===== src/rtl/fetch_queue_stage.sv =====
// Fetch stage: owns the PC, issues in-order requests to a variable-latency
// instruction memory and buffers returned words with their next-PC in a prefetch queue.
module fetch_queue_stage #(
    parameter int                 DATA_W    = 16,
    parameter int                 ADDR_W    = 16,
    parameter int                 DEPTH     = 4,
    parameter int                 PC_STEP   = 2,
    parameter logic [ADDR_W-1:0]  RESET_PC  = '0,
    parameter logic [DATA_W-1:0]  NOP_WORD  = DATA_W'(16'h0800),
    parameter logic [DATA_W-1:0]  HALT_WORD = DATA_W'(16'h0000)
) (
    input  logic              clk,
    input  logic              rst_n,
    input  logic              doBranch,
    input  logic [ADDR_W-1:0] branchPc,
    output logic              imem_req_valid,
    input  logic              imem_req_ready,
    output logic [ADDR_W-1:0] imem_addr,
    input  logic              imem_rsp_valid,
    input  logic [DATA_W-1:0] imem_rsp_data,
    output logic [DATA_W-1:0] instr,
    output logic [ADDR_W-1:0] nextPc,
    output logic              instr_valid,
    input  logic              instr_ready,
    output logic              halted
);

    localparam int                PTR_W = $clog2(DEPTH);
    localparam int                CNT_W = $clog2(DEPTH) + 1;
    localparam int                SUM_W = CNT_W + 2;
    localparam logic [ADDR_W-1:0] STEP  = ADDR_W'(PC_STEP);
    localparam logic [SUM_W-1:0]  CAP   = SUM_W'(DEPTH);

    logic [ADDR_W-1:0] pc_q, pc_d;
    logic [CNT_W-1:0]  outst_q, outst_d;
    logic [CNT_W-1:0]  drop_q, drop_d;
    logic [CNT_W-1:0]  cnt_q, cnt_d;
    logic [PTR_W-1:0]  wr_q, wr_d, rd_q, rd_d;
    logic [PTR_W-1:0]  sh_wr_q, sh_wr_d, sh_rd_q, sh_rd_d;
    logic              halt_pend_q, halt_pend_d;
    logic              halted_q, halted_d;

    logic [DATA_W-1:0] q_instr_mem [DEPTH];
    logic [ADDR_W-1:0] q_npc_mem   [DEPTH];
    logic [ADDR_W-1:0] sh_pc_mem   [DEPTH];

    logic [SUM_W-1:0]  credit_sum;
    logic              req_fire, rsp_keep, rsp_drop, push, pop;
    logic [DATA_W-1:0] head_instr;
    logic [ADDR_W-1:0] head_npc, rsp_npc;

    // Every response in flight (kept or to be dropped) holds a reserved queue slot.
    assign credit_sum     = SUM_W'(cnt_q) + SUM_W'(outst_q) + SUM_W'(drop_q);
    assign imem_req_valid = ~doBranch & ~halt_pend_q & ~halted_q & (credit_sum < CAP);
    assign imem_addr      = pc_q;
    assign req_fire       = imem_req_valid & imem_req_ready;

    assign rsp_keep = imem_rsp_valid & (drop_q == '0);
    assign rsp_drop = imem_rsp_valid & (drop_q != '0);
    assign push     = rsp_keep & ~halted_q & ~doBranch;
    assign rsp_npc  = sh_pc_mem[sh_rd_q] + STEP;

    assign head_instr  = q_instr_mem[rd_q];
    assign head_npc    = q_npc_mem[rd_q];
    assign instr_valid = (cnt_q != '0) & ~halted_q;
    assign pop         = instr_valid & instr_ready;
    assign instr       = instr_valid ? head_instr : NOP_WORD;
    assign nextPc      = instr_valid ? head_npc : '0;
    assign halted      = halted_q;

    always_comb begin
        pc_d        = pc_q;
        outst_d     = outst_q;
        drop_d      = drop_q;
        cnt_d       = cnt_q;
        wr_d        = wr_q;
        rd_d        = rd_q;
        sh_wr_d     = sh_wr_q;
        sh_rd_d     = sh_rd_q;
        halt_pend_d = halt_pend_q;
        halted_d    = halted_q | (pop & (head_instr == HALT_WORD));

        if (doBranch) begin
            // Everything still in flight becomes stale; a response this cycle is one of them.
            pc_d        = branchPc;
            cnt_d       = '0;
            wr_d        = '0;
            rd_d        = '0;
            sh_wr_d     = '0;
            sh_rd_d     = '0;
            halt_pend_d = 1'b0;
            outst_d     = '0;
            drop_d      = drop_q + outst_q - CNT_W'(imem_rsp_valid);
        end else begin
            if (req_fire) begin
                pc_d = pc_q + STEP;
            end
            outst_d     = outst_q + CNT_W'(req_fire) - CNT_W'(rsp_keep);
            drop_d      = drop_q - CNT_W'(rsp_drop);
            cnt_d       = cnt_q + CNT_W'(push) - CNT_W'(pop);
            wr_d        = wr_q + PTR_W'(push);
            rd_d        = rd_q + PTR_W'(pop);
            sh_wr_d     = sh_wr_q + PTR_W'(req_fire);
            sh_rd_d     = sh_rd_q + PTR_W'(rsp_keep);
            halt_pend_d = halt_pend_q | (rsp_keep & (imem_rsp_data == HALT_WORD));
        end
    end

    always_ff @(posedge clk or negedge rst_n) begin
        if (!rst_n) begin
            pc_q        <= RESET_PC;
            outst_q     <= '0;
            drop_q      <= '0;
            cnt_q       <= '0;
            wr_q        <= '0;
            rd_q        <= '0;
            sh_wr_q     <= '0;
            sh_rd_q     <= '0;
            halt_pend_q <= 1'b0;
            halted_q    <= 1'b0;
        end else begin
            pc_q        <= pc_d;
            outst_q     <= outst_d;
            drop_q      <= drop_d;
            cnt_q       <= cnt_d;
            wr_q        <= wr_d;
            rd_q        <= rd_d;
            sh_wr_q     <= sh_wr_d;
            sh_rd_q     <= sh_rd_d;
            halt_pend_q <= halt_pend_d;
            halted_q    <= halted_d;
        end
    end

    // Storage only: occupancy is tracked by the control registers above.
    always_ff @(posedge clk) begin
        if (push) begin
            q_instr_mem[wr_q] <= imem_rsp_data;
            q_npc_mem[wr_q]   <= rsp_npc;
        end
        if (req_fire) begin
            sh_pc_mem[sh_wr_q] <= pc_q;
        end
    end

endmodule

===== config.mk =====
export PLATFORM = sky130hd
export DESIGN_NAME = fetch_queue_stage
export DESIGN_NICKNAME = d
export VERILOG_FILES = /design/src/rtl/fetch_queue_stage.sv
export SDC_FILE = /design/constraint.sdc
export NUM_CORES = 1
export LEC_CHECK = 0
export BUFFER_PORTS_ARGS = -buffer_cell sky130_fd_sc_hd__buf_2
export CORE_MARGIN = 1.5
export CORE_UTILIZATION = 40
export CTS_BUF_LIST = sky130_fd_sc_hd__clkbuf_16
export CTS_CLUSTER_DIAMETER = 200
export DETAILED_ROUTE_END_ITERATION = 10
export GPL_TIMING_DRIVEN = 0
export PLACE_DENSITY = 0.55
export SLEW_MARGIN = 20
export SYNTH_ARGS = -nofsm -noshare
export SYNTH_HDL_FRONTEND = slang
export SYNTH_SLANG_ARGS = --single-unit

===== constraint.sdc =====
create_clock -name clk -period 9.3 [get_ports clk]
set_clock_uncertainty 0.15 [all_clocks]
set_input_delay 1.86 -clock clk [delete_from_list [all_inputs] [get_ports clk]]
set_output_delay 1.86 -clock clk [all_outputs]
set_load 0.03 [all_outputs]

Word level (Yosys, flattened, before mapping)

Memory sizes are Yosys's and may differ from the RTL's.
Index checks and enable logic that the tools add are counted.

Add/sub/neg operators: 15
Reductions and logical operators: 6
Bitwise gates (word level): 17
Multiplexer cells: 16
Order comparisons: 1

Operators by type and width:

| cell                  | number |
|---|---|
| $mux 16               | 4 |
| $add 16x2->16 const B | 2 |
| $logic_not 16->1      | 2 |
| $and 1x1->1           | 12 |
| $sub 3x1->3           | 4 |
| $mux 3                | 3 |
| $add 2x1->2           | 4 |
| $mux 2                | 4 |
| $add 3x1->3           | 2 |
| $reduce_bool 3->1     | 2 |
| $add 4x3->5           | 1 |
| $lt 5x3->1 const B    | 1 |
| $mux 1                | 5 |
| $add 3x3->4           | 1 |
| $add 3x3->3           | 1 |
| $logic_not 3->1       | 1 |
| $not 1->1             | 3 |
| $or 1x1->1            | 2 |
| $reduce_bool 2->1     | 1 |

Register bits: 35
Output and inout bits: 51
Input bits: 38
Memories kept: 3
Logic and storage cells: 68
Memory bits (writable): 192

Memory list:

| name        | words | width | rd ports | clocked after memory_dff | write ports | line | RTL |
|---|---|---|---|---|---|---|---|
| q_instr_mem | 4     | 16    | 1        | 0                        | 1           | 43   | `logic [DATA_W-1:0] q_instr_mem [DEPTH];` |
| q_npc_mem   | 4     | 16    | 1        | 0                        | 1           | 44   | `logic [ADDR_W-1:0] q_npc_mem [DEPTH];` |
| sh_pc_mem   | 4     | 16    | 1        | 0                        | 1           | 45   | `logic [ADDR_W-1:0] sh_pc_mem [DEPTH];` |

Depth between registers and ports, before layout

Depth in word-level cells: 8
Gate-level depth with buffers: 16
Gate-level depth less buffers: 14

Worst setup path before layout

Ideal clock, no wire load.

Kind: input to register
Start point: in doBranch
End point: mem q_instr_mem[1][0], enable pin
Stages on the path: 3
Slack: 3.776 ns
Buffers on the path: 1
Required time: 8.682 ns
Arrival: 4.906 ns
Library setup time: 0.468 ns
Path through: clkbuf_1 > or3_1 > nor3b_1

Longest elaborated chain between the ends: 4

RTL lines:

| element                      | line | RTL |
|---|---|---|
| from (decl)                  | 14   | `input logic doBranch,` |
| $not 1->1                    | 60   | `assign push = rsp_keep & ~halted_q & ~doBranch;` |
| $and 1x1->1                  | 60   |  |
| $mux 1                       | 137  | `if (push) begin` |
| $mux 1 (not written as such) | 138  | `q_instr_mem[wr_q] <= imem_rsp_data;` |
| to (decl)                    | 43   |  |

Every way passes these cells.

Final worst setup path

Start point: reg outst_q[2]
End point: out imem_req_valid

Longest elaborated chain between the ends: 4

RTL lines:

| element                | line | RTL |
|---|---|---|
| from (decl)            | 35   | `logic [CNT_W-1:0] outst_q, outst_d;` |
| from (signal assigned) | 123  | `outst_q <= outst_d;` |
| $add 3x3->4            | 53   | `assign credit_sum = SUM_W'(cnt_q) + SUM_W'(outst_q) + SUM_W'(drop_q);` |
| $add 4x3->5            | 53   |  |
| $lt 5x3->1             | 54   | `assign imem_req_valid = ~doBranch & ~halt_pend_q & ~halted_q & (credit_sum < CAP);` |
| $and 1x1->1            | 54   |  |
| to (decl)              | 16   | `output logic imem_req_valid,` |

Every way passes these cells.

==> flow_summary.ini <==
[floorplanning]
ios = 89
row_count = 56
die_x_um = 159
initial_core_util_pct = 41.1
core_um2 = 23600
die_h_um = 159
dieArea_um2 = 25200

[yosys]
synth.area.top_cells = edfxtp_1 (59%), dfrtp_1 (9.0%), mux4_2 (7.4%)
synth.most_common_cell = edfxtp_1
ys_top_cells_by_count = edfxtp_1 (192), dfrtp_1 (35), and2_1 (32), mux4_2 (32), inv_1 (24)
netlist_area_um2 = 9700
async_reset_ff_share_pct = 15.4
ys_seq_area_share_pct = 68.5
synth_enable_flop_cells = 192
synthCells = 551
synth-warning-count = 0
synthFlopType = edfxtp_1
ys_seq_elements = 227
ys_types = 46
avgSynthCellArea_um2 = 17.6
syn_nets = 613
synth_top_area_cell = edfxtp_1
synth_top_area_share_pct = 59.4

[placed_design]
dpl.hpwl_um = 14000
portBuffers = 88
placed_area_um2 = 10800
dpl_worst_slack_ps = 4240
gp_congestion = 0.887

[cts]
cts.root.buffer_cell = clkbuf_16
clk_pin_slew_ps = 60
cts_buffers = 25
cts_buffer_depth = 3
cts.sinks = 227
cts_resized = 0
worst_skew_pair.late_latency_ps = 500
cts_hold_buffers = 0
cts_tree = built
cts_setup_buffers = 0
htreeDepth = 1

[finish]
drive_gt1_share_pct = 29.1
fin_area_um2 = 11500
area_growth_pct = 18.6
n_antenna_cell = 0
layout.area.seq_um2 = 6640
fin_nets = 744
fillers = 2041
multiInputGateArea_um2 = 2840

[detailed_routing]
drcViolationCount = 0
via_count = 5260
postRouteWirelength_um = 20100
avgViaCountPerCell = 5.18
wl_per_cell_um = 19.8
dr.pass1.iters = 4
dr.first_iter.drc_count = 338
ant_nets = 0

[critical_path]
path_max_fanout = 7
cp_slowest_stage_delay_ps = 770
required_ps = 7290
worst_ep_arrival_time_ps = 3100
path_delay_family = compound AO/OA/AOI/OAI gates
end_kind = primary output
crit_path_frequent_cell = inv_1
cp_cell_sequence = inv_1 -> fa_1 -> inv_1 -> ha_1 -> inv_1 -> o41ai_2 -> o21ba_2 -> buf_2
cpMaxStageDelayCell = o41ai_2
start_kind = flop
critical_path_class = flop to primary output
crit_buf_inv = 4

[global_route]
antenna_found_initial = 0
grtUsageMet2_pct = 27.2
globalRouteTotalUtil_pct = 16.3
grt_first_pass_wirelength_um = 32100
grt_busiest_layer = met2
grtUsageMet1_pct = 22.2
overflow = 0
grt_pass1_vias = 5635
grt_max_degree = 36
met3_usage_pct = 2.27

[hold_path]
hold_class = flop to flop

[sta]
rsz0062_at_grt = no
max_slew.worst_pin.slew_ps = 929
tns_ps = 0
fin_crit_sh_pct = 55.0
drv_slew = 0
hold_slack_ps = 386
fmax_mhz = 196
slew_headroom_pct = 38.0
worst_slack_ps = 4190
hold_viol_final = 0
setup_viol = 0
layout_min_cycle_time_ps = 5110

[outcome]
status = finished clean

[power]
powerDensity_nw_per_um2 = 284
leakage_uw = 0.00419
vdd_drop_max_mv = 0.200

[flow_run]
cap_violations = 0
[cells in the final DEF, fill, tap and decap left out, types with 5 or more instances in the layout]
master	count
nand2_1	22
nand3_1	9
and2_1	32
nor2_1	19
mux4_1	16
mux4_2	32
clkbuf_1	5
buf_4	11
nor2b_1	9
fa_1	6
nand4_1	7
xor2_1	8
nor3_1	11
nor4_1	11
xnor2_1	20
a221o_1	8
buf_2	93
clkbuf_16	25
edfxtp_1	192
o21ai_0	8
inv_1	32
buf_6	8
dfrtp_1	35
ha_1	18
[registers in the layout (all words and copies together) (netlist names), 2 cells and up]
register     cells
q_instr_mem     64
q_npc_mem       64
sh_pc_mem       64
imem_addr       16
cnt_q            3
drop_q           3
outst_q          3
rd_q             2
sh_rd_q          2
sh_wr_q          2
wr_q             2
[kinds of logic (layout without fill, tap and decap cells)]
family	count (synthesis)	in the layout	share of synthesized area (%)
fa+ha+maj	24	24	3.56
flops	227	227	68.5
xor+xnor	28	28	2.53
buf+inv	45	191	2.53
mux	52	52	12.2
simple gates	143	143	8.13
compound gates	32	32	2.58
[routing by layer]
layer	wire length, um	part of all wire, %
met4	579	2.9
met3	894	4.5
met1	9070	45
met5	0	0
met2	9530	47
[through the flow]
step / total power (uW) / util (%) / cells
after global routing: 3450 / 48.7 / 1016
after global placement: 2350 / 44.6 / 958
final: 3270 / 48.7 / 1016
after CTS: 3310 / 48.7 / 1016
after floorplan: 2080 / - / 551
after detailed placement: 2390 / 45.5 / 974
[power breakdown]
group / internal, uW / total (uW) / switching, uW
sequential: 1250 / 1330 / 82.3
clock: 538 / 909 / 371
combinational: 406 / 1030 / 622
[worst paths after layout]
check,from,to,slack [ps],cells after the start
hold / removal,halt_pend_q$_DFF_PN0_,halt_pend_q$_DFF_PN0_,390,2
hold reg to reg,halt_pend_q$_DFF_PN0_,halt_pend_q$_DFF_PN0_,390,2
setup reg to reg,outst_q[1]$_DFF_PN0_,outst_q[2]$_DFF_PN0_,5170,16
min in group asynchronous,rst_n,imem_addr[10]$_DFFE_PN0N_,1310,1
max in group asynchronous,rst_n,wr_q[1]$_DFF_PN0_,7150,1
setup / recovery,outst_q[2]$_DFF_PN0_,imem_req_valid,4190,8
[worst reg2reg max path: stages (launching register included)]
cell and delay, ps:
dfrtp_1 410, inv_1 110, fa_1 530, nor2_1 180, fa_1 440, nor4_2 220, o41ai_2 240, or2_1 300
buf_4 180, buf_6 150, ha_1 270, inv_1 60, ha_1 120, inv_1 40, fa_1 380, xnor2_1 170
nor2_1 50
[cell type report]
| type | count | share of cell area, % |
|---|---|---|
| plain buffers | 20 | 1.32 |
| inverters | 25 | 0.816 |
| well taps | 319 | 3.47 |
| clock inverters | 17 | 1.10 |
| multi-input cells | 279 | 24.7 |
| flip-flops and latches | 227 | 57.7 |
| clock buffers | 25 | 5.44 |
| repair buffers | 104 | 5.42 |
Power figures use the tool's default switching activity.
